===== config.mk =====
export PLATFORM = sky130hd
export DESIGN_NAME = instruction_controller
export DESIGN_NICKNAME = d
export VERILOG_FILES = /design/src/rtl/instruction_controller_pkg.sv /design/src/rtl/instr_decoder.sv /design/src/rtl/instruction_controller.sv
export SDC_FILE = /design/constraint.sdc
export NUM_CORES = 1
export LEC_CHECK = 0
export ABC_CLOCK_PERIOD_IN_PS = 4910
export CAP_MARGIN = 20
export CORE_ASPECT_RATIO = 1.1
export CORE_UTILIZATION = 45
export DETAILED_ROUTE_END_ITERATION = 8
export PLACE_DENSITY = 0.95
export SETUP_SLACK_MARGIN = 0.05
export SYNTH_ARGS = -nofsm -noshare
export SYNTH_HDL_FRONTEND = slang
export SYNTH_SLANG_ARGS = --single-unit

===== constraint.sdc =====
create_clock -name clk -period 4.91 [get_ports clk]
set_input_delay 1.2275 -clock clk [delete_from_list [all_inputs] [get_ports clk]]
set_output_delay 1.2275 -clock clk [all_outputs]
set_load 0.01 [all_outputs]

===== src/rtl/instruction_controller_pkg.sv =====
// Shared encodings for the instruction controller and its datapath:
// FSM states, opcode/op fields, decoded instruction classes and ALU operations.
package instruction_controller_pkg;

    typedef enum logic [2:0] {
        ST_WAIT      = 3'd0,
        ST_DECODE    = 3'd1,
        ST_GET_A     = 3'd2,
        ST_GET_B     = 3'd3,
        ST_ALU       = 3'd4,
        ST_WRITE_REG = 3'd5,
        ST_WRITE_IMM = 3'd6
    } state_t;

    localparam logic [2:0] OPC_MOV = 3'b110;
    localparam logic [2:0] OPC_ALU = 3'b101;

    localparam logic [1:0] OP_MOV_IMM = 2'b10;
    localparam logic [1:0] OP_MOV_REG = 2'b00;
    localparam logic [1:0] OP_ADD     = 2'b00;
    localparam logic [1:0] OP_CMP     = 2'b01;
    localparam logic [1:0] OP_AND     = 2'b10;
    localparam logic [1:0] OP_MVN     = 2'b11;

    localparam logic [1:0] ALU_ADD = 2'b00;
    localparam logic [1:0] ALU_SUB = 2'b01;
    localparam logic [1:0] ALU_AND = 2'b10;
    localparam logic [1:0] ALU_NOT = 2'b11;

    // Decoded instruction class; zero means the opcode is not supported.
    localparam logic [2:0] CLS_ILLEGAL = 3'd0;
    localparam logic [2:0] CLS_MOV_IMM = 3'd1;
    localparam logic [2:0] CLS_MOV_REG = 3'd2;
    localparam logic [2:0] CLS_ADD     = 3'd3;
    localparam logic [2:0] CLS_CMP     = 3'd4;
    localparam logic [2:0] CLS_AND     = 3'd5;
    localparam logic [2:0] CLS_MVN     = 3'd6;

endpackage


===== src/rtl/instr_decoder.sv =====
// Combinational decode of the instruction register: instruction class,
// register index fields, shift field and the sign-extended 8-bit immediate.
module instr_decoder
    import instruction_controller_pkg::*;
#(
    parameter int WIDTH = 16
) (
    input  logic [15:0]      ir,
    output logic [2:0]       cls,
    output logic [2:0]       rn,
    output logic [2:0]       rd,
    output logic [2:0]       rm,
    output logic [1:0]       sh,
    output logic [WIDTH-1:0] sximm8
);

    logic [2:0] opcode;
    logic [1:0] op;

    assign opcode = ir[15:13];
    assign op     = ir[12:11];
    assign rn     = ir[10:8];
    assign rd     = ir[7:5];
    assign sh     = ir[4:3];
    assign rm     = ir[2:0];
    assign sximm8 = {{(WIDTH-8){ir[7]}}, ir[7:0]};

    always_comb begin
        cls = CLS_ILLEGAL;
        if (opcode == OPC_MOV) begin
            if (op == OP_MOV_IMM) begin
                cls = CLS_MOV_IMM;
            end else if (op == OP_MOV_REG) begin
                cls = CLS_MOV_REG;
            end else begin
                cls = CLS_ILLEGAL;
            end
        end else if (opcode == OPC_ALU) begin
            case (op)
                OP_ADD:  cls = CLS_ADD;
                OP_CMP:  cls = CLS_CMP;
                OP_AND:  cls = CLS_AND;
                OP_MVN:  cls = CLS_MVN;
                default: cls = CLS_ILLEGAL;
            endcase
        end
    end

endmodule


===== src/rtl/instruction_controller.sv =====
// Multi-cycle controller: accepts one instruction into IR, then sequences
// register reads, the ALU step and the register write for the datapath.
module instruction_controller
    import instruction_controller_pkg::*;
#(
    parameter int WIDTH = 16
) (
    input  logic             clk,
    input  logic             reset_n,
    input  logic [15:0]      instr,
    input  logic             instr_valid,
    output logic             instr_ready,
    output logic             done,
    output logic             illegal,
    output logic [2:0]       readnum,
    output logic [2:0]       writenum,
    output logic             loada,
    output logic             loadb,
    output logic             asel,
    output logic             bsel,
    output logic [1:0]       shift,
    output logic [1:0]       ALUop,
    output logic             loadc,
    output logic             loads,
    output logic             vsel,
    output logic             write,
    output logic [WIDTH-1:0] datapath_in
);

    // Handshake: instr_ready is high only in WAIT and depends on state alone;
    // an edge with instr_valid && instr_ready transfers instr into IR, and IR
    // then holds until the next such edge whatever instr does meanwhile.

    state_t      state;
    state_t      next_state;
    logic [15:0] ir;
    logic [2:0]  cls;
    logic [2:0]  rn;
    logic [2:0]  rd;
    logic [2:0]  rm;
    logic [1:0]  sh;
    logic        accept;

    assign accept = instr_valid && instr_ready;

    instr_decoder #(
        .WIDTH (WIDTH)
    ) u_decoder (
        .ir     (ir),
        .cls    (cls),
        .rn     (rn),
        .rd     (rd),
        .rm     (rm),
        .sh     (sh),
        .sximm8 (datapath_in)
    );

    always_ff @(posedge clk) begin
        if (!reset_n) begin
            state <= ST_WAIT;
            ir    <= '0;
        end else begin
            state <= next_state;
            if (accept) begin
                ir <= instr;
            end
        end
    end

    always_comb begin
        next_state  = state;
        instr_ready = 1'b0;
        done        = 1'b0;
        illegal     = 1'b0;
        readnum     = 3'd0;
        writenum    = 3'd0;
        loada       = 1'b0;
        loadb       = 1'b0;
        asel        = 1'b0;
        bsel        = 1'b0;
        shift       = 2'b00;
        ALUop       = ALU_ADD;
        loadc       = 1'b0;
        loads       = 1'b0;
        vsel        = 1'b0;
        write       = 1'b0;

        case (state)
            ST_WAIT: begin
                instr_ready = 1'b1;
                if (instr_valid) begin
                    next_state = ST_DECODE;
                end
            end

            ST_DECODE: begin
                case (cls)
                    CLS_MOV_IMM: next_state = ST_WRITE_IMM;
                    CLS_MOV_REG: next_state = ST_GET_B;
                    CLS_MVN:     next_state = ST_GET_B;
                    CLS_ADD:     next_state = ST_GET_A;
                    CLS_CMP:     next_state = ST_GET_A;
                    CLS_AND:     next_state = ST_GET_A;
                    default: begin
                        illegal    = 1'b1;
                        next_state = ST_WAIT;
                    end
                endcase
            end

            ST_GET_A: begin
                readnum    = rn;
                loada      = 1'b1;
                next_state = ST_GET_B;
            end

            ST_GET_B: begin
                readnum    = rm;
                loadb      = 1'b1;
                next_state = ST_ALU;
            end

            ST_ALU: begin
                shift = sh;
                // MOV reg and MVN pass B through, so A is forced to zero.
                asel  = (cls == CLS_MOV_REG) || (cls == CLS_MVN);
                case (cls)
                    CLS_CMP: ALUop = ALU_SUB;
                    CLS_AND: ALUop = ALU_AND;
                    CLS_MVN: ALUop = ALU_NOT;
                    default: ALUop = ALU_ADD;
                endcase
                if (cls == CLS_CMP) begin
                    loads      = 1'b1;
                    done       = 1'b1;
                    next_state = ST_WAIT;
                end else begin
                    loadc      = 1'b1;
                    next_state = ST_WRITE_REG;
                end
            end

            ST_WRITE_REG: begin
                writenum   = rd;
                write      = 1'b1;
                done       = 1'b1;
                next_state = ST_WAIT;
            end

            ST_WRITE_IMM: begin
                writenum   = rn;
                vsel       = 1'b1;
                write      = 1'b1;
                done       = 1'b1;
                next_state = ST_WAIT;
            end

            default: begin
                next_state = ST_WAIT;
            end
        endcase
    end

endmodule

; Word-level counts from Yosys, hierarchy flattened
; Cells that the tools add are included.
[classes]
eq_ne = 18
mux = 27
reduce_logical = 8
[op_table]
columns = op, n
row1 = "3-bit == test, second input constant", 8
row2 = 3-bit two-way mux, 5
row3 = 3-bit case mux with 5 select lines, 1
row4 = "3-bit by 2-bit == test with 1-bit output, second input constant", 4
row5 = 1-bit two-way mux, 12
row6 = 3-bit case mux with 2 select lines, 2
row7 = 3-bit case mux with 4 select lines, 1
row8 = 3-bit case mux with 3 select lines, 1
row9 = "3-bit by 1-bit == test with 1-bit output, second input constant", 2
row10 = 2-bit two-way mux, 3
row11 = 2-bit case mux with 3 select lines, 1
row12 = 6-bit OR reduction, 1
row13 = "2-bit == test, second input constant", 2
row14 = 2-bit OR reduction, 2
row15 = 3-bit logical NOT, 1
row16 = 3-bit OR reduction, 1
row17 = "2-bit by 1-bit == test with 1-bit output, second input constant", 1
row18 = 2-bit logical NOT, 1
row19 = "2-bit inequality test, second input constant", 1
row20 = 1-bit case mux with 2 select lines, 1
row21 = 1-bit logical AND, 1
row22 = 1-bit logical OR, 1
[totals]
reg_bits = 19
inputBits = 19
out_inout_bits = 37
wordCells = 55

; Longest topological paths before layout
; Gate-level depths: netlist (run 1).
[logic_depth]
word_depth = 8
mapped_depth = 6
mapped_depth_nobuf = 6

; Cells and area by module
; Synthesis (run 1) repeated with hierarchy kept, for this count alone.
[unflattened]
hier_cells = 167
area_unflattened_um2 = 1295.0
[by_module_without_submodules]
columns = module, n_inst, cells_each, area_per_inst_um2, seq_area_each_um2
row1 = instruction_controller, 1, 127, 1002.2, 380.4
row2 = instr_decoder, 1, 40, 292.8, 0.0

; Worst setup path before layout (run 1)
; OpenSTA, ideal clock, no wires.
[synth_timing]
kind = reg-to-output
from = reg ir[11]
to = out ALUop[1]
t_arrival_ps = 1451
required_ps = 3683
setup_slack_ps = 2232
path_stages_with_launch = 7
path_buffers = 0
path_cell_list = dfxtp_1 -> inv_1 -> ha_1 -> nor3b_1 -> o21ai_1 -> a21o_1 -> a21oi_1
[synth_via]
elab_chain_len = 7
elab_cells_between_ends = 14
cone_classes = eq/ne (6) / mux (7) / reduce/logical (1)
[synth_rtl]
columns = element, line
row1 = "start, declared", instruction_controller.sv:36  ; logic [15:0] ir;
row2 = "start signal, assigned", instruction_controller.sv:65  ; ir <= instr;
row3 = 2-bit == test (tied with other cells), instr_decoder.sv:39  ; case (op)
row4 = 3-bit case mux with 4 select lines or 2-bit two-way mux (tied branches), "instr_decoder.sv:39, instr_decoder.sv:33"
row5 = 3-bit two-way mux (on tied branches), "instr_decoder.sv:38, instr_decoder.sv:31"
row6 = 3-bit two-way mux *, instr_decoder.sv:30  ; if (opcode == OPC_MOV) begin
row7 = 3-bit == test, instruction_controller.sv:127  ; case (cls)
row8 = 2-bit case mux with 3 select lines *, instruction_controller.sv:127
row9 = 2-bit two-way mux *, instruction_controller.sv:88  ; case (state)
row10 = "end, declared", instruction_controller.sv:22  ; output logic [1:0] ALUop,
; Every way passes the cells marked *; elsewhere a longest branch is shown, timed or not.

; Worst setup path in the final report (run 1)
[layout_timing]
from = reg ir[12]
to = out ALUop[1]
; Same word-level chain as after synthesis.

==> impl_metrics.tcl, run 1 <==
set metrics [dict create \
    status "finished clean" \
    antenna_cells 0 \
    hpwlAfterDp_um 2170 \
    rrSetupSlack_ns 3.13 \
    die_y_um 58.1 \
    place_congestion 0.824 \
    grt_pass1_vias 1105 \
    drive_gt1_share_pct 5.08 \
    p_leak_nw 0.624 \
    hold_path_class "reg -> reg" \
    path_cells "inv_1 -> ha_1 -> nor3b_1 -> o21ai_1 -> a21o_1 -> a21oi_1 -> clkdlybuf4s50_1" \
    crit_cells 7 \
    place_ws_ns 1.65 \
    overflow 0 \
    r2r_cells 6 \
    ys_ff_latch 19 \
    numPortBuffers 54 \
    antenna_found_initial 0 \
    layout_common_cells "54 x clkdlybuf4s50_1, 36 x nand2_1, 19 x dfxtp_1, 14 x a21boi_0, 9 x nor2_1" \
    relSlewSlack_pct 61.6 \
    path_buf_inv 2 \
    hold_ws_ns 0.480 \
    fin_ws_ns 1.30 \
    synthTopCellsByArea "dfxtp_1 30%, buf_4 10%, nand2_1 10%" \
    dr_total_vias 1182 \
    cell_internal_pwr_uw 237 \
    rows 20 \
    fin_util_pct 62.6 \
    synth.top_cell.area_share_pct 29.5 \
    fin_crit_sh_pct 73.5 \
    critical_path.startpoint "ir[12]" \
    maxCapViolCount 0 \
    first_pass_iters 4 \
    clockBufferDepth 2 \
    skew_ns 0.00479 \
    cp.required_ns 3.68 \
    ctsResizeCount 0 \
    max_freq_ghz 0.277 \
    p_per_area_nw_per_um2 191 \
    cts_buffers 3 \
    htree_levels 1 \
    synth_fp_nets 185 \
    max-vdd-ir-drop_mv 0.176 \
    drc 0 \
    fin_setup_tns_ns 0 \
    fp.coreArea_um2 2750 \
    r2r-start "ir[12]" \
    tightest_slew_ns 0.574 \
    syn_area_um2 1290 \
    ant_nets 0 \
    crit_family "buffers and inverters" \
    die_w_um 53.0 \
    fill_cells 248 \
    finalNetCount 220 \
    yosys.cell_types.count 40 \
    area.growth.synth_to_final_pct 33.7 \
    timing_hold_violations_final 0 \
    grt_max_degree 20 \
    setup_viol 0 \
    io_pins 56 \
    avgSynthCellArea_um2 7.91 \
    hold_path_depth 2 \
    clk_pin_slew_ns 0.10 \
    crit_type "reg -> out" \
    cts_tree "done" \
    cp_slowest_cell "clkdlybuf4s50_1" \
    cts.sinks 19 \
    p_comb_share_pct 22.9 \
    vias_per_cell 5.14 \
    yosysSeqAreaShare_pct 29.5 \
    wire_per_inst_um 12.6 \
    end_kind "primary output" \
    rsz0062_at_grt "false" \
    clk_latency_ns 0.30 \
    cts_hold_buf 0 \
    grt_usage_pct 21.9 \
    start_util_pct 46.8 \
    async_reset_ff_share_pct 0 \
    worstSetupEndpoint "ALUop[1]" \
    cp_slowest_stage_delay_ns 0.55 \
    startpoint_type "flop" \
    design.die.area_um2 3080 \
    worst-path-max-fanout 4 \
    pwr-share-clk_pct 24.4 \
    drtIter0Drc 22 \
    drv_slew 0 \
    synth_warnings 0 \
    synth_edf_count 0 \
    net-switching-power_uw 92.3 \
    final_common_cell "clkdlybuf4s50_1" \
    seqPwrFrac_pct 52.7 \
    arrival_ns 2.38 \
    synthFlopType "dfxtp_1" \
    synth_cells 163 \
    post_cts_buffers 0 \
    r2r_end "state[0]" \
    drt-total-wl_um 2900 \
    p_sw_share_pct 28.0 \
    cts-root-buf "clkbuf_4" \
    fin_crit_ns 3.61 \
    synth_area_leader_cell "dfxtp_1" \
    grt_pass1_wl_um 4920 \
]
[how the worst min path moves through the flow]
stage                 from      to  slack (ns)
finish              ir[11]  ir[11]        0.48
global route         ir[0]   ir[0]        0.51
CTS                  ir[4]   ir[4]        0.48
detailed placement   ir[4]   ir[4]        0.46
global placement     ir[4]   ir[4]        0.46
floorplan           ir[11]  ir[11]        0.44
[synth_stat cells (2+ instances only)]
cell,n
and2_1,6
a21boi_0,14
nor2b_1,5
nand2_1,36
and4bb_2,2
nor2_1,9
nand2b_1,4
nor3b_1,3
clkbuf_1,3
ha_1,3
buf_4,18
a21boi_1,2
or2b_1,2
buf_6,2
dfxtp_1,19
nand3_1,2
o21ai_0,2
inv_1,5
a22oi_1,3
a22o_1,3
[worst min-delay path, stage by stage (launching register included)]
cell and delay [ns]:
dfxtp_1 0.32, nand2_1 0.05, a21boi_0 0.07
[power groups by stage]
stage / Clock [mW] / Sequential [mW] / Combinational (mW)
2_1_floorplan: 0 / 0.173 / 0.0519
3_3_place_gp: 0 / 0.177 / 0.0742
3_5_place_dp: 0 / 0.177 / 0.0758
4_1_cts: 0.0818 / 0.174 / 0.0761
5_1_grt: 0.0910 / 0.176 / 0.0838
6_report: 0.0803 / 0.174 / 0.0754
[logic make-up after synthesis]
| group | count (synthesis) | share of synthesized area (%) |
|---|---|---|
| AOI/OAI and AO/OA | 37 | 23.0 |
| other | 1 | 0.291 |
| and+or+nand+nor | 74 | 29.3 |
| DFF | 19 | 29.5 |
| adders and majority gates | 3 | 2.91 |
| buffers and inverters | 29 | 15.0 |
[flip-flops by register name (all words and copies together), names as in the netlist]
register	flops
state	3
ir	16
[routing by layer]
layer,up-vias,wire (µm),GRT usage [%]
met4,0,59,12.4
li1,604,-,-
met1,538,1360,26.4
met2,36,1390,36.9
met5,-,0,0
met3,4,92,2.62
[area by class of cell]
class	instances	area [µm²]	area share [%]
flip-flops and latches	19	380	22.1
clock buffers	4	26.3	1.53
multi-input cells	115	716	41.5
inverters	5	18.8	1.09
well taps	33	41.3	2.40
repair buffers	54	541	31.4
[through the flow]
| step | cell area, µm² | total power, mW | cells |
|---|---|---|---|
| after floorplan | 1290 | 0.225 | 163 |
| after global placement | 1700 | 0.251 | 226 |
| after detailed placement | 1700 | 0.253 | 226 |
| after CTS | 1720 | 0.332 | 230 |
| after global routing | 1720 | 0.350 | 230 |
| final | 1720 | 0.329 | 230 |
Note: power is estimated with default switching activity, not from simulation.
==> run 2, diff against run 1 <==
--- a/config.mk
+++ b/config.mk
@@ -5,12 +5,12 @@
 export SDC_FILE = /design/constraint.sdc
 export NUM_CORES = 1
 export LEC_CHECK = 0
-export ABC_CLOCK_PERIOD_IN_PS = 4910
+export ABC_CLOCK_PERIOD_IN_PS = 3400
 export CAP_MARGIN = 20
 export CORE_ASPECT_RATIO = 1.1
-export CORE_UTILIZATION = 45
+export CORE_UTILIZATION = 42
 export DETAILED_ROUTE_END_ITERATION = 8
-export PLACE_DENSITY = 0.95
+export PLACE_DENSITY = 0.92
 export SETUP_SLACK_MARGIN = 0.05
 export SYNTH_ARGS = -nofsm -noshare
 export SYNTH_HDL_FRONTEND = slang
==> constraint.sdc (replaced) <==
create_clock -name clk -period 3.4 [get_ports clk]
set_input_delay 0.85 -clock clk [delete_from_list [all_inputs] [get_ports clk]]
set_output_delay 0.85 -clock clk [all_outputs]
set_load 0.01 [all_outputs]
==> run 2 against run 1 <==
  * Clock skew is essentially flat
  * Count of clock-buffer cells in the layout did not move
  * Global-route usage shrank 3.2 points
  * Die area is 6.9% higher
  * Critical path depth unchanged
  * First-iteration DRC count shrank 23%
  * Critical endpoint is now illegal
==> impl_metrics.tcl, run 2 (same netlist as run 1, synthesis figures left out) <==
set metrics [dict create \
    status "finished clean" \
    fin_crit_ns 3.18 \
    met1Wirelength_um 1200 \
    hold_path_class "reg -> reg" \
    place_congestion 0.844 \
    finalNetCount 221 \
    p_leak_nw 0.631 \
    wl_met3_um 201 \
    clk_pin_slew_ns 0.10 \
    totalPowerFinal_uw 473 \
    rsz0062_at_grt "false" \
    ant_nets 0 \
    grt_pass1_wl_um 4460 \
    io_pins 56 \
    design.die.area_um2 3290 \
    cts.sinks 19 \
    die_y_um 60.1 \
    drc 0 \
    drive_gt1_share_pct 6.06 \
    grt_pass1_vias 1083 \
    timing_hold_violations_final 0 \
    wire_per_inst_um 12.3 \
    cts_buffers 3 \
    crit_type "reg -> out" \
    area.growth.synth_to_final_pct 34.7 \
    grt_max_degree 20 \
    largest_reg_flops 16 \
    drv_slew 0 \
    fin_ws_ns 0.224 \
    end_kind "primary output" \
    final_common_cell "clkdlybuf4s50_1" \
    arrival_ns 2.33 \
    overflow 0 \
    cts_tree "done" \
    dr.max_layer_used "met4" \
    fin_setup_tns_ns 0 \
    max-vdd-ir-drop_mv 0.189 \
    antenna_cells 0 \
    grt_usage_pct 18.7 \
    drt-total-wl_um 2830 \
    skew_ns 0.00444 \
    place_ws_ns 0.553 \
    wl_met2_um 1410 \
    regMostFlops "ir" \
    first_pass_iters 4 \
    post_cts_buffers 0 \
    htree_levels 1 \
    drtIter0Drc 17 \
    cts-root-buf "clkbuf_4" \
    layout_common_cells "54 x clkdlybuf4s50_1, 36 x nand2_1, 19 x dfxtp_1, 14 x a21boi_0, 9 x nor2_1" \
    setup_viol 0 \
    cp.required_ns 2.55 \
    cp_slowest_stage_delay_ns 0.47 \
    p_per_area_nw_per_um2 273 \
    path_cells "inv_1 -> ha_1 -> nand2_1 -> a31oi_1 -> nor3b_1 -> and4bb_2 -> clkdlybuf4s50_1" \
    numPortBuffers 54 \
    ctsResizeCount 0 \
    maxCapViolCount 0 \
    clockBufferDepth 2 \
    fin_util_pct 61.4 \
    max_freq_ghz 0.315 \
    relSlewSlack_pct 63.3 \
    dr_total_vias 1182 \
    rows 20 \
    cp_slowest_cell "clkdlybuf4s50_1" \
    tightest_slew_ns 0.550 \
    largest_registers "ir: 16 flops, state: 3 flops" \
    worst-path-max-fanout 4 \
    cts_hold_buf 0 \
    hpwlAfterDp_um 2110 \
    start_util_pct 45.6 \
    die_w_um 54.8 \
    antenna_found_initial 0 \
    clk_latency_ns 0.29 \
    fin_crit_sh_pct 93.4 \
    fp.coreArea_um2 2830 \
    startpoint_type "flop" \
    vias_per_cell 5.12 \
]
## run 2: final cells by class
cell class              count  area (µm²)
fillers                   270        1090
multi-input cells         115         721
repair buffers             55         548
flip-flops and latches     19         380
well taps                  33        41.3
clock buffers               4        26.3
inverters                   5        18.8
## run 2: path summary, 6_finish.rpt
| check | slack (ns) | depth (start not counted) | endpoint | from |
|---|---|---|---|---|
| worst min register to register | 0.48 | 2 | ir[11] | ir[11] |
| worst max-delay path | 0.22 | 7 | illegal | ir[11] |
| worst min-delay path | 0.48 | 2 | ir[11] | ir[11] |
| worst max register to register | 1.77 | 6 | state[0] | ir[11] |
## run 2: critical path: cells and delay by family, from the launching register on
| family | cells | cell delay (ns) |
|---|---|---|
| fa+ha+maj | 1 | 0.37 |
| simple gates | 3 | 0.68 |
| flops | 1 | 0.35 |
| buf+inv | 2 | 0.54 |
| compound gates | 1 | 0.10 |
## run 2: layer usage
| metal | vias to the layer above | GRT usage [%] |
|---|---|---|
| met4 | 0 | 8.06 |
| met5 | - | 0 |
| met3 | 2 | 3.82 |
| met2 | 43 | 33.9 |
| met1 | 539 | 20.2 |
| li1 | 598 | - |
## run 2: where the power goes
group,internal (mW),switching (mW)
clock network,0.0456,0.0664
registers,0.235,0.0157
logic,0.0619,0.0480
## run 2: through the flow
| step | hold slack [ns] | std cells | area (µm²) |
|---|---|---|---|
| floorplan | 0.443 | 163 | 1290 |
| global placement | 0.454 | 227 | 1700 |
| detailed placement | 0.469 | 227 | 1700 |
| CTS | 0.484 | 231 | 1730 |
| global route | 0.510 | 231 | 1740 |
| finish | 0.479 | 231 | 1740 |
